[config.mk]
export PLATFORM = sky130hd
export DESIGN_NAME = sd_cmd_sequencer_flat
export DESIGN_NICKNAME = d
export VERILOG_FILES = /design/src/rtl/sd_host_pkg.sv /design/src/rtl/sd_cmd_sequencer_if.sv /design/src/rtl/sd_timeout_counter.sv /design/src/rtl/sd_cmd_sequencer.sv /design/src/flat_wrapper.sv
export SDC_FILE = /design/constraint.sdc
export NUM_CORES = 1
export LEC_CHECK = 0
export CAP_MARGIN = 30
export CORE_AREA = 5 5 74 59
export DETAILED_ROUTE_END_ITERATION = 8
export DIE_AREA = 0 0 79 64
export PLACE_DENSITY_LB_ADDON = 0.05
export SLEW_MARGIN = 40
export SYNTH_ARGS = -nofsm -noshare
export SYNTH_HDL_FRONTEND = slang
export SYNTH_SLANG_ARGS = --single-unit
[constraint.sdc]
create_clock -name clk -period 4.15 [get_ports clk]
set_input_delay 0.6225 -clock clk [delete_from_list [all_inputs] [get_ports clk]]
set_output_delay 0.6225 -clock clk [all_outputs]
set_load 0.02 [all_outputs]
[src/rtl/sd_host_pkg.sv]
// Shared SD host types: command-sequencer state encoding, response-type codes,
// the latched command request and the default response timeout.
package sd_host_pkg;

    localparam int unsigned CMD_INDEX_W            = 6;
    localparam int unsigned RESP_TYPE_W            = 2;
    localparam int unsigned DEFAULT_TIMEOUT_CYCLES = 1024;
    localparam int unsigned DEFAULT_CNT_W          = 11;

    typedef logic [RESP_TYPE_W-1:0] resp_type_t;

    localparam resp_type_t RESP_NONE = 2'b00;
    localparam resp_type_t RESP_136  = 2'b01;
    localparam resp_type_t RESP_48   = 2'b10;
    localparam resp_type_t RESP_48B  = 2'b11;

    typedef enum logic [2:0] {
        IDLE,
        ISSUE,
        WAIT_RESP,
        STORE_RESP,
        WAIT_BUSY,
        SIGNAL,
        ERROR
    } seq_state_e;

    typedef struct packed {
        logic [CMD_INDEX_W-1:0] index;
        resp_type_t             resp_type;
        logic                   data_present;
    } cmd_req_t;

    // True when the command returns a response that must be stored.
    function automatic logic resp_expected(resp_type_t rt);
        case (rt)
            RESP_NONE:                   return 1'b0;
            RESP_136, RESP_48, RESP_48B: return 1'b1;
            default:                     return 1'b0;
        endcase
    endfunction

endpackage

[src/rtl/sd_cmd_sequencer_if.sv]
// Host-register and CMD-engine signals around the command sequencer.
// master = sequencer side, slave = register file / CMD engine side.
interface sd_cmd_sequencer_if;
    import sd_host_pkg::*;

    logic                   cmd_write;
    logic [CMD_INDEX_W-1:0] cmd_index_in;
    resp_type_t             resp_type_in;
    logic                   data_present_in;
    logic                   timeout_enable;
    logic [CMD_INDEX_W-1:0] cmd_index_out;
    logic                   cmd_start;
    logic                   cmd_done;
    logic                   cmd_crc_err;
    logic                   dat_busy;
    logic                   dat_done;
    logic                   resp_enable;
    logic                   resp_ack;
    logic                   cc_enable;
    logic                   cc_ack;
    logic                   err_enable;
    logic                   err_ack;
    logic                   err_timeout;
    logic                   err_crc;
    logic                   inhibit_cmd;
    logic                   inhibit_dat;
    logic                   cmd_dropped;

    modport master (
        input  cmd_write, cmd_index_in, resp_type_in, data_present_in, timeout_enable,
        input  cmd_done, cmd_crc_err, dat_busy, dat_done, resp_ack, cc_ack, err_ack,
        output cmd_index_out, cmd_start, resp_enable, cc_enable, err_enable,
        output err_timeout, err_crc, inhibit_cmd, inhibit_dat, cmd_dropped
    );

    modport slave (
        output cmd_write, cmd_index_in, resp_type_in, data_present_in, timeout_enable,
        output cmd_done, cmd_crc_err, dat_busy, dat_done, resp_ack, cc_ack, err_ack,
        input  cmd_index_out, cmd_start, resp_enable, cc_enable, err_enable,
        input  err_timeout, err_crc, inhibit_cmd, inhibit_dat, cmd_dropped
    );

endinterface

[src/rtl/sd_timeout_counter.sv]
// Loadable down-counter that saturates at zero; zero_c flags an expired timeout.
module sd_timeout_counter #(
    parameter int unsigned CNT_W = 11
) (
    input  logic             clk,
    input  logic             rst_n,
    input  logic             load,
    input  logic             dec,
    input  logic [CNT_W-1:0] load_val,
    output logic             zero_c
);

    logic [CNT_W-1:0] count_q;

    always_ff @(posedge clk or negedge rst_n) begin
        if (!rst_n) begin
            count_q <= '0;
        end else if (load) begin
            count_q <= load_val;
        end else if (dec && (count_q != '0)) begin
            count_q <= count_q - CNT_W'(1);
        end
    end

    assign zero_c = (count_q == '0);

endmodule

[src/rtl/sd_cmd_sequencer.sv]
// Sequences one SD command: accept the Command register write, pulse the CMD
// engine, time the response, then hand off to Response / Command Complete / error.
module sd_cmd_sequencer
    import sd_host_pkg::*;
#(
    parameter int unsigned TIMEOUT_CYCLES = DEFAULT_TIMEOUT_CYCLES,
    parameter int unsigned CNT_W          = DEFAULT_CNT_W
) (
    input  logic               clk,
    input  logic               rst_n,
    sd_cmd_sequencer_if.master bus
);

    localparam logic [CNT_W-1:0] TIMEOUT_LOAD = CNT_W'(TIMEOUT_CYCLES);

    seq_state_e state_q, state_d;
    cmd_req_t   req_q, new_req_c;
    logic       inhibit_cmd_q, inhibit_cmd_d;
    logic       inhibit_dat_q, inhibit_dat_d;
    logic       err_timeout_q, err_timeout_d;
    logic       err_crc_q, err_crc_d;
    logic       cmd_start_q, resp_enable_q, cc_enable_q, err_enable_q, cmd_dropped_q;
    logic       accept_c, timeout_c, cnt_load_c, cnt_dec_c, cnt_zero_c;

    assign new_req_c = {bus.cmd_index_in, bus.resp_type_in, bus.data_present_in};
    assign accept_c  = bus.cmd_write && !inhibit_cmd_q && (state_q == IDLE);
    assign timeout_c = cnt_zero_c && bus.timeout_enable;

    sd_timeout_counter #(.CNT_W(CNT_W)) u_timeout (
        .clk      (clk),
        .rst_n    (rst_n),
        .load     (cnt_load_c),
        .dec      (cnt_dec_c),
        .load_val (TIMEOUT_LOAD),
        .zero_c   (cnt_zero_c)
    );

    // Next state, inhibit flags and error flags; a same-cycle inhibit set beats dat_done.
    always_comb begin
        state_d       = state_q;
        inhibit_cmd_d = inhibit_cmd_q;
        inhibit_dat_d = inhibit_dat_q;
        err_timeout_d = err_timeout_q;
        err_crc_d     = err_crc_q;
        cnt_load_c    = 1'b0;
        cnt_dec_c     = (state_q == WAIT_RESP) || (state_q == WAIT_BUSY);

        if (bus.dat_done) inhibit_dat_d = 1'b0;

        case (state_q)
            IDLE: begin
                if (accept_c) begin
                    state_d       = ISSUE;
                    inhibit_cmd_d = 1'b1;
                    if (bus.data_present_in || (bus.resp_type_in == RESP_48B))
                        inhibit_dat_d = 1'b1;
                end
            end
            ISSUE: begin
                cnt_load_c = 1'b1;
                state_d    = WAIT_RESP;
            end
            WAIT_RESP: begin
                if (bus.cmd_done) begin
                    if (bus.cmd_crc_err) begin
                        state_d   = ERROR;
                        err_crc_d = 1'b1;
                    end else if (resp_expected(req_q.resp_type)) begin
                        state_d = STORE_RESP;
                    end else begin
                        state_d = SIGNAL;
                    end
                end else if (timeout_c) begin
                    state_d       = ERROR;
                    err_timeout_d = 1'b1;
                end
            end
            STORE_RESP: begin
                if (bus.resp_ack) begin
                    if (req_q.resp_type == RESP_48B) begin
                        cnt_load_c = 1'b1;
                        state_d    = WAIT_BUSY;
                    end else begin
                        state_d = SIGNAL;
                    end
                end
            end
            WAIT_BUSY: begin
                if (!bus.dat_busy) begin
                    state_d = SIGNAL;
                end else if (timeout_c) begin
                    state_d       = ERROR;
                    err_timeout_d = 1'b1;
                end
            end
            SIGNAL: begin
                if (bus.cc_ack) begin
                    state_d       = IDLE;
                    inhibit_cmd_d = 1'b0;
                    if (!req_q.data_present) inhibit_dat_d = 1'b0;
                end
            end
            ERROR: begin
                if (bus.err_ack) begin
                    state_d       = IDLE;
                    inhibit_cmd_d = 1'b0;
                    inhibit_dat_d = 1'b0;
                    err_timeout_d = 1'b0;
                    err_crc_d     = 1'b0;
                end
            end
            default: state_d = IDLE;
        endcase
    end

    // Every output is a flop loaded from the next-state decode.
    always_ff @(posedge clk or negedge rst_n) begin
        if (!rst_n) begin
            state_q       <= IDLE;
            req_q         <= '0;
            inhibit_cmd_q <= 1'b0;
            inhibit_dat_q <= 1'b0;
            err_timeout_q <= 1'b0;
            err_crc_q     <= 1'b0;
            cmd_start_q   <= 1'b0;
            resp_enable_q <= 1'b0;
            cc_enable_q   <= 1'b0;
            err_enable_q  <= 1'b0;
            cmd_dropped_q <= 1'b0;
        end else begin
            state_q       <= state_d;
            if (accept_c) req_q <= new_req_c;
            inhibit_cmd_q <= inhibit_cmd_d;
            inhibit_dat_q <= inhibit_dat_d;
            err_timeout_q <= err_timeout_d;
            err_crc_q     <= err_crc_d;
            cmd_start_q   <= (state_d == ISSUE);
            resp_enable_q <= (state_d == STORE_RESP);
            cc_enable_q   <= (state_d == SIGNAL);
            err_enable_q  <= (state_d == ERROR);
            cmd_dropped_q <= bus.cmd_write && inhibit_cmd_q;
        end
    end

    assign bus.cmd_index_out = req_q.index;
    assign bus.cmd_start     = cmd_start_q;
    assign bus.resp_enable   = resp_enable_q;
    assign bus.cc_enable     = cc_enable_q;
    assign bus.err_enable    = err_enable_q;
    assign bus.err_timeout   = err_timeout_q;
    assign bus.err_crc       = err_crc_q;
    assign bus.inhibit_cmd   = inhibit_cmd_q;
    assign bus.inhibit_dat   = inhibit_dat_q;
    assign bus.cmd_dropped   = cmd_dropped_q;

endmodule

[src/flat_wrapper.sv]
// flat-port wrapper written by rule: the top's interface ports become plain ports
module sd_cmd_sequencer_flat import sd_host_pkg::*;
#(
    parameter int unsigned TIMEOUT_CYCLES = DEFAULT_TIMEOUT_CYCLES,
    parameter int unsigned CNT_W          = DEFAULT_CNT_W
)
  (clk, rst_n, bus_cmd_write, bus_cmd_index_in, bus_resp_type_in, bus_data_present_in, bus_timeout_enable, bus_cmd_done, bus_cmd_crc_err, bus_dat_busy, bus_dat_done, bus_resp_ack, bus_cc_ack, bus_err_ack, bus_cmd_index_out, bus_cmd_start, bus_resp_enable, bus_cc_enable, bus_err_enable, bus_err_timeout, bus_err_crc, bus_inhibit_cmd, bus_inhibit_dat, bus_cmd_dropped);
  sd_cmd_sequencer_if bus_i ();
  input  logic clk;
  input  logic rst_n;
  input wire logic [$bits(bus_i.cmd_write)-1:0] bus_cmd_write;
  input wire logic [$bits(bus_i.cmd_index_in)-1:0] bus_cmd_index_in;
  input wire logic [$bits(bus_i.resp_type_in)-1:0] bus_resp_type_in;
  input wire logic [$bits(bus_i.data_present_in)-1:0] bus_data_present_in;
  input wire logic [$bits(bus_i.timeout_enable)-1:0] bus_timeout_enable;
  input wire logic [$bits(bus_i.cmd_done)-1:0] bus_cmd_done;
  input wire logic [$bits(bus_i.cmd_crc_err)-1:0] bus_cmd_crc_err;
  input wire logic [$bits(bus_i.dat_busy)-1:0] bus_dat_busy;
  input wire logic [$bits(bus_i.dat_done)-1:0] bus_dat_done;
  input wire logic [$bits(bus_i.resp_ack)-1:0] bus_resp_ack;
  input wire logic [$bits(bus_i.cc_ack)-1:0] bus_cc_ack;
  input wire logic [$bits(bus_i.err_ack)-1:0] bus_err_ack;
  output wire logic [$bits(bus_i.cmd_index_out)-1:0] bus_cmd_index_out;
  output wire logic [$bits(bus_i.cmd_start)-1:0] bus_cmd_start;
  output wire logic [$bits(bus_i.resp_enable)-1:0] bus_resp_enable;
  output wire logic [$bits(bus_i.cc_enable)-1:0] bus_cc_enable;
  output wire logic [$bits(bus_i.err_enable)-1:0] bus_err_enable;
  output wire logic [$bits(bus_i.err_timeout)-1:0] bus_err_timeout;
  output wire logic [$bits(bus_i.err_crc)-1:0] bus_err_crc;
  output wire logic [$bits(bus_i.inhibit_cmd)-1:0] bus_inhibit_cmd;
  output wire logic [$bits(bus_i.inhibit_dat)-1:0] bus_inhibit_dat;
  output wire logic [$bits(bus_i.cmd_dropped)-1:0] bus_cmd_dropped;
  assign bus_i.cmd_write = bus_cmd_write;
  assign bus_i.cmd_index_in = bus_cmd_index_in;
  assign bus_i.resp_type_in = bus_resp_type_in;
  assign bus_i.data_present_in = bus_data_present_in;
  assign bus_i.timeout_enable = bus_timeout_enable;
  assign bus_i.cmd_done = bus_cmd_done;
  assign bus_i.cmd_crc_err = bus_cmd_crc_err;
  assign bus_i.dat_busy = bus_dat_busy;
  assign bus_i.dat_done = bus_dat_done;
  assign bus_i.resp_ack = bus_resp_ack;
  assign bus_i.cc_ack = bus_cc_ack;
  assign bus_i.err_ack = bus_err_ack;
  assign bus_cmd_index_out = bus_i.cmd_index_out;
  assign bus_cmd_start = bus_i.cmd_start;
  assign bus_resp_enable = bus_i.resp_enable;
  assign bus_cc_enable = bus_i.cc_enable;
  assign bus_err_enable = bus_i.err_enable;
  assign bus_err_timeout = bus_i.err_timeout;
  assign bus_err_crc = bus_i.err_crc;
  assign bus_inhibit_cmd = bus_i.inhibit_cmd;
  assign bus_inhibit_dat = bus_i.inhibit_dat;
  assign bus_cmd_dropped = bus_i.cmd_dropped;
  sd_cmd_sequencer #(.TIMEOUT_CYCLES(TIMEOUT_CYCLES), .CNT_W(CNT_W)) u_core (.clk(clk), .rst_n(rst_n), .bus(bus_i));
endmodule
After elaboration in Yosys (flattened, before gate mapping)
Cells that the tools add are included.
{"block": "totals", "register_bits": 32, "latch_bits": 0, "ram_bits": 0, "romBits": 0, "in_bits": 20, "memories": 0}
{"block": "op_classes", "n_addsub": 1, "multipliers": 0, "div_mod_pow": 0, "magnitude_cmp": 0, "n_eq_ne": 21, "shift": 0, "n_mux": 38, "bitwise_logic": 0, "reduce_logical": 20}
{"op": "2-to-1 mux 3 bit", "count": 9}
{"op": "2-to-1 mux 11 bit", "count": 2}
{"op": "one-hot mux 3 bit (7 select lines)", "count": 1}
{"op": "2-to-1 mux 1 bit", "count": 20}
{"op": "== test 3 bit (second input constant)", "count": 5}
{"op": "!= test 2 bit (second input constant)", "count": 6}
{"op": "AND reduction 4 bit", "count": 3}
{"op": "zero test 11 bit", "count": 1}
{"op": "nonzero test 11 bit", "count": 1}
{"op": "subtractor 11 x 1 -> 11 bit (second input constant)", "count": 1}
{"op": "== test 3 x 2 -> 1 bit (second input constant)", "count": 3}
{"op": "one-hot mux 1 bit (3 select lines)", "count": 3}
{"op": "== test 2 bit (second input constant)", "count": 3}
{"op": "== test 3 x 1 -> 1 bit (second input constant)", "count": 2}
{"op": "one-hot mux 1 bit (2 select lines)", "count": 3}
{"op": "nonzero test 3 bit", "count": 2}
{"op": "logical AND 1 bit", "count": 5}
{"op": "nonzero test 2 bit", "count": 2}
{"op": "zero test 3 bit", "count": 1}
{"op": "OR reduction 3 bit", "count": 1}
{"op": "== test 2 x 1 -> 1 bit (second input constant)", "count": 1}
{"op": "zero test 2 bit", "count": 1}
{"op": "logical OR 1 bit", "count": 2}
{"op": "!= test 2 x 1 -> 1 bit (second input constant)", "count": 1}
{"op": "zero test 1 bit", "count": 1}

Depth between registers and ports, before layout
{"block": "logic_depth", "ltp_word": 11, "ltp_mapped": 7, "mapped_depth_nobuf": 6}

Hierarchy
From an unflattened synthesis, not the netlist that was laid out.
{"block": "hier_totals", "cells_unflattened": 179, "hier_area_um2": 1779.2}
{"mod": "sd_cmd_sequencer", "n_inst": 1, "cells_per_inst": 104, "area_each_um2": 1072.3, "seq_area_each_um2": 525.5}
{"mod": "sd_timeout_counter", "n_inst": 1, "cells_per_inst": 75, "area_each_um2": 706.9, "seq_area_each_um2": 275.3}

Worst setup path after synthesis
No wires, ideal clock.
{"block": "synth_path", "kind": "input to register", "start": "in bus_cmd_write", "end": "reg u_core.req_q (netlist bit u_core.bus.cmd_index_out[1])", "setup_ns": 0.125, "t_arrival_ns": 1.925, "slack_ns": 2.100, "path_stages": 4, "cell_sequence": "or3b_2 -> or3_1 -> clkbuf_1 -> mux2_2"}
{"block": "synth_via", "elab_chain_cells": 2}
{"element": "from (decl)", "line_no": "flat_wrapper.sv:11", "text": "input wire logic [$bits(bus_i.cmd_write)-1:0] bus_cmd_write;"}
{"element": "logical AND 1 bit (2 in series)", "line_no": "sd_cmd_sequencer.sv:26", "text": "assign accept_c = bus.cmd_write && !inhibit_cmd_q && (state_q == IDLE);"}
{"element": "to (signal assigned)", "line_no": "sd_cmd_sequencer.sv:132", "text": "if (accept_c) req_q <= new_req_c;"}
{"element": "to (decl)", "line_no": "sd_cmd_sequencer.sv:17", "text": "cmd_req_t req_q, new_req_c;"}
Every way passes these cells.
A chain may end at the register's enable or synchronous reset.

Worst setup path after layout
{"block": "layout_path", "start": "in bus_cmd_write", "end": "reg u_core.req_q (netlist bit u_core.bus.cmd_index_out[5])"}
Same word-level chain as after synthesis.

==> impl_results.md <==
- Multi-input gate area: 785 µm²
- Syn nets: around 190
- Mapped Area: around 0.0017 mm²
- WP data required: 4.32 ns
- Total of max-cap violations: 0
- GP Congestion: just over 0.8
- Final antenna diode count: 0
- Reg area: 801 µm²
- Final worst path period share: a little under three fifths
- DR iter-0 viols: 80
- Worst slew pin tran: ~0.79 ns
- Total negative setup slack: 0 ns
- Die H: 64 µm
- Yosys cell types: between 40 and 50
- Initial antenna violation count: 0
- Final number of max-transition violations: 0
- Clock root cell: clkbuf_8
- Slowest CP cell: or3_1
- Ports: 35
- Drt wl/cell: 16.0 µm
- Die width: 79 µm
- DR vias: ~1400
- Post-CTS Resized: 0
- Hold Vio Cnt, Final: 0
- CTS sink count: 32
- Top cell type by total area after synthesis: dfrtp_1
- RSZ-0062 raised after global routing: no
- Hpwl dp: approximately 2.8 mm
- Gr ovfl total: 0
- Rel. slew slack: a little under half
- Syn avg cell area: roughly 10 µm²
- Initial core utilization: ~48%
- DRC: 0
- Final wirelength: between 3 and 4 mm
- Hold/Removal Path Class: flip-flop to flip-flop
- Synth Warn #: 0
- Final setup fails: 0
- Vias in the first global route: 1340
- Htree depth: 2
- Post-route minimum period: 2.29 ns
- Cells after synthesis: approximately 170
- Cell Pwr Density: just over 700 mW/mm²
- Fin util: about 60%
- Ys flop type: dfrtp_1
- Synth top area share: between 40% and 50%
- Clock latency on the worst-skew pair: 0.28 ns
- Final Cell Area: 0.00211 mm²
- F_max: around 440 MHz
- Register clock-pin slew on the reported worst setup and hold paths: roughly 0.070 ns
- Area Overhead vs Synth: 24.7%
- CP Cell Sequence: clkdlybuf4s50_1, or3b_2, or3_1, mux2_2
- # rows: 19
- Setup Fix Bufs, Post-CTS: 0
- Synth area leaders: dfrtp_1 47%, mux2_2 6.0%, a21oi_1 4.1%
- Crit end category: flip-flop
- Layout cell share with drive strength beyond 1: between 10% and 20%
- DP Area: just over 0.002 mm²
- 1st-pass router iterations: 4
- Max IR drop VDD: between 0.3 and 0.4 mV
- Area of the die: ~0.0051 mm²
- Status: completed
- CTS tree: yes
- Largest stage delay, worst path: between 0.5 and 0.6 ns
- Register bit total from synthesis: 32
- Core outline area: around 0.0035 mm²
- Async SR Flop Fraction: 100%
- Fin cells: 237
- EDFF count, synth: 0
- Critical path data arrival time: about 2.5 ns
- Worst-case clock buffer depth: 2
- Total power: between 1.5 and 2 mW
- Fillers: about 320
- Worst Setup Start Kind: input port
- GRT Resource Usage Total: roughly 17%
- Crit Path Category: input port to flip-flop
- CP Max Fanout: 12
- Global-route wire length before repair: between 6 and 7 mm
- Leak Pwr: approximately 0.9 nW
- Final net count: 216
- Post-CTS Hold Buffers: 0
- Register area share after synthesis: 47.3%
- Placed instance count: 229
- Fin Clk Skew: roughly 0.0045 ns
- Final ANT Viol Nets: 0
- I/O Buffers: 34
- Largest net degree at the start of global routing: 33
- Num CTS Buffers: 5
- Vias per cell: between 5 and 6
==> worst max-delay path, delay by kind of cell <==
| kind | cells | cell delay, ns |
|---|---|---|
| buffers and inverters | 1 | 0.47 |
| AND/OR/NAND/NOR | 2 | 1.00 |
| multiplexers | 1 | 0.36 |
==> where the power goes <==
part	total [mW]	internal, mW	switching, mW
clock	0.247	0.135	0.111
sequential	0.578	0.445	0.133
combinational	0.681	0.335	0.346
==> Yosys cell counts, types with 3 or more instances <==
cell type and count:
clkbuf_1 6, buf_4 6, mux2_2 9, nand2_1 10, or3_1 3, a21oi_1 14, or4_1 3, inv_1 9
o21ai_0 8, mux2i_1 5, dfrtp_1 32, nand3_1 5, nor2_1 5
==> worst paths after layout <==
| path | startpoint | endpoint | slack (ns) | cells after the start |
|---|---|---|---|---|
| min reg2reg | u_core.u_timeout.count_q[0] | u_core.u_timeout.count_q[0] | 0.49 | 1 |
| max reg2reg | u_core.u_timeout.count_q[0] | u_core.u_timeout.count_q[0] | 1.88 | 6 |
| min | u_core.u_timeout.count_q[0] | u_core.u_timeout.count_q[0] | 0.49 | 1 |
| min in group asynchronous | rst_n | u_core.u_timeout.count_q[5] | 0.74 | 2 |
| max in group asynchronous | rst_n | u_core.bus.err_enable | 3.11 | 2 |
| max | bus_cmd_write | u_core.bus.cmd_index_out[5] | 1.86 | 4 |
==> registers in the layout (all words and copies together) (netlist names) <==
register / flops
u_core.u_timeout.count_q: 11
u_core.bus.cmd_index_out: 6
u_core.req_q: 3
u_core.state_q: 3
u_core.bus.cc_enable: 1
u_core.bus.cmd_dropped: 1
u_core.bus.cmd_start: 1
u_core.bus.err_crc: 1
u_core.bus.err_enable: 1
u_core.bus.err_timeout: 1
u_core.bus.inhibit_cmd: 1
u_core.bus.inhibit_dat: 1
u_core.bus.resp_enable: 1
==> final cells by class <==
| cell class | count | share of cell area, % |
|---|---|---|
| inverters | 9 | 1.60 |
| well taps | 42 | 2.49 |
| clock buffers | 8 | 4.27 |
| repair buffers | 35 | 16.5 |
| flip-flops and latches | 32 | 38.0 |
| multi-input cells | 111 | 37.2 |
==> cells in the final DEF (no fill, tap or decap), drive strengths merged, types with 5 or more instances in the layout <==
cell type / netlist / routed
a21oi: 14 / 14
inv: 9 / 9
clkdlybuf4s50: 0 / 34
o21ai: 8 / 8
or3: 5 / 5
clkbuf: 6 / 8
nand2: 10 / 10
mux2: 9 / 9
mux2i: 5 / 5
or4: 5 / 5
dfrtp: 32 / 32
nand3: 5 / 5
nor2: 5 / 5
==> routing by layer <==
layer / global-route usage [%] / share of wire (%) / vias to the layer above
met4: 6.65 / 1.4 / 0
met1: 22.7 / 47 / 682
met5: 0 / 0 / -
met3: 5.48 / 5.7 / 7
li1: - / - / 661
met2: 24.1 / 45 / 33
==> per-stage QoR <==
| stage | hold WS [ns] | worst slack, ns |
|---|---|---|
| 6_report | 0.486 | 1.86 |
| 5_1_grt | 0.507 | 1.60 |
| 4_1_cts | 0.485 | 1.87 |
| 3_5_place_dp | 0.476 | 1.58 |
| 3_3_place_gp | 0.464 | 1.60 |
| 2_1_floorplan | 0.327 | 2.10 |
==> kinds of logic after synthesis <==
group           Yosys count  synth area share (%)
simple gates             57                  21.2
compound gates           37                  13.9
flops                    32                  47.3
buf+inv                  23                  6.58
mux                      14                  8.95
fa+ha+maj                 2                  1.48
xor+xnor                  1                 0.518
(Power assumes the default switching activity.)
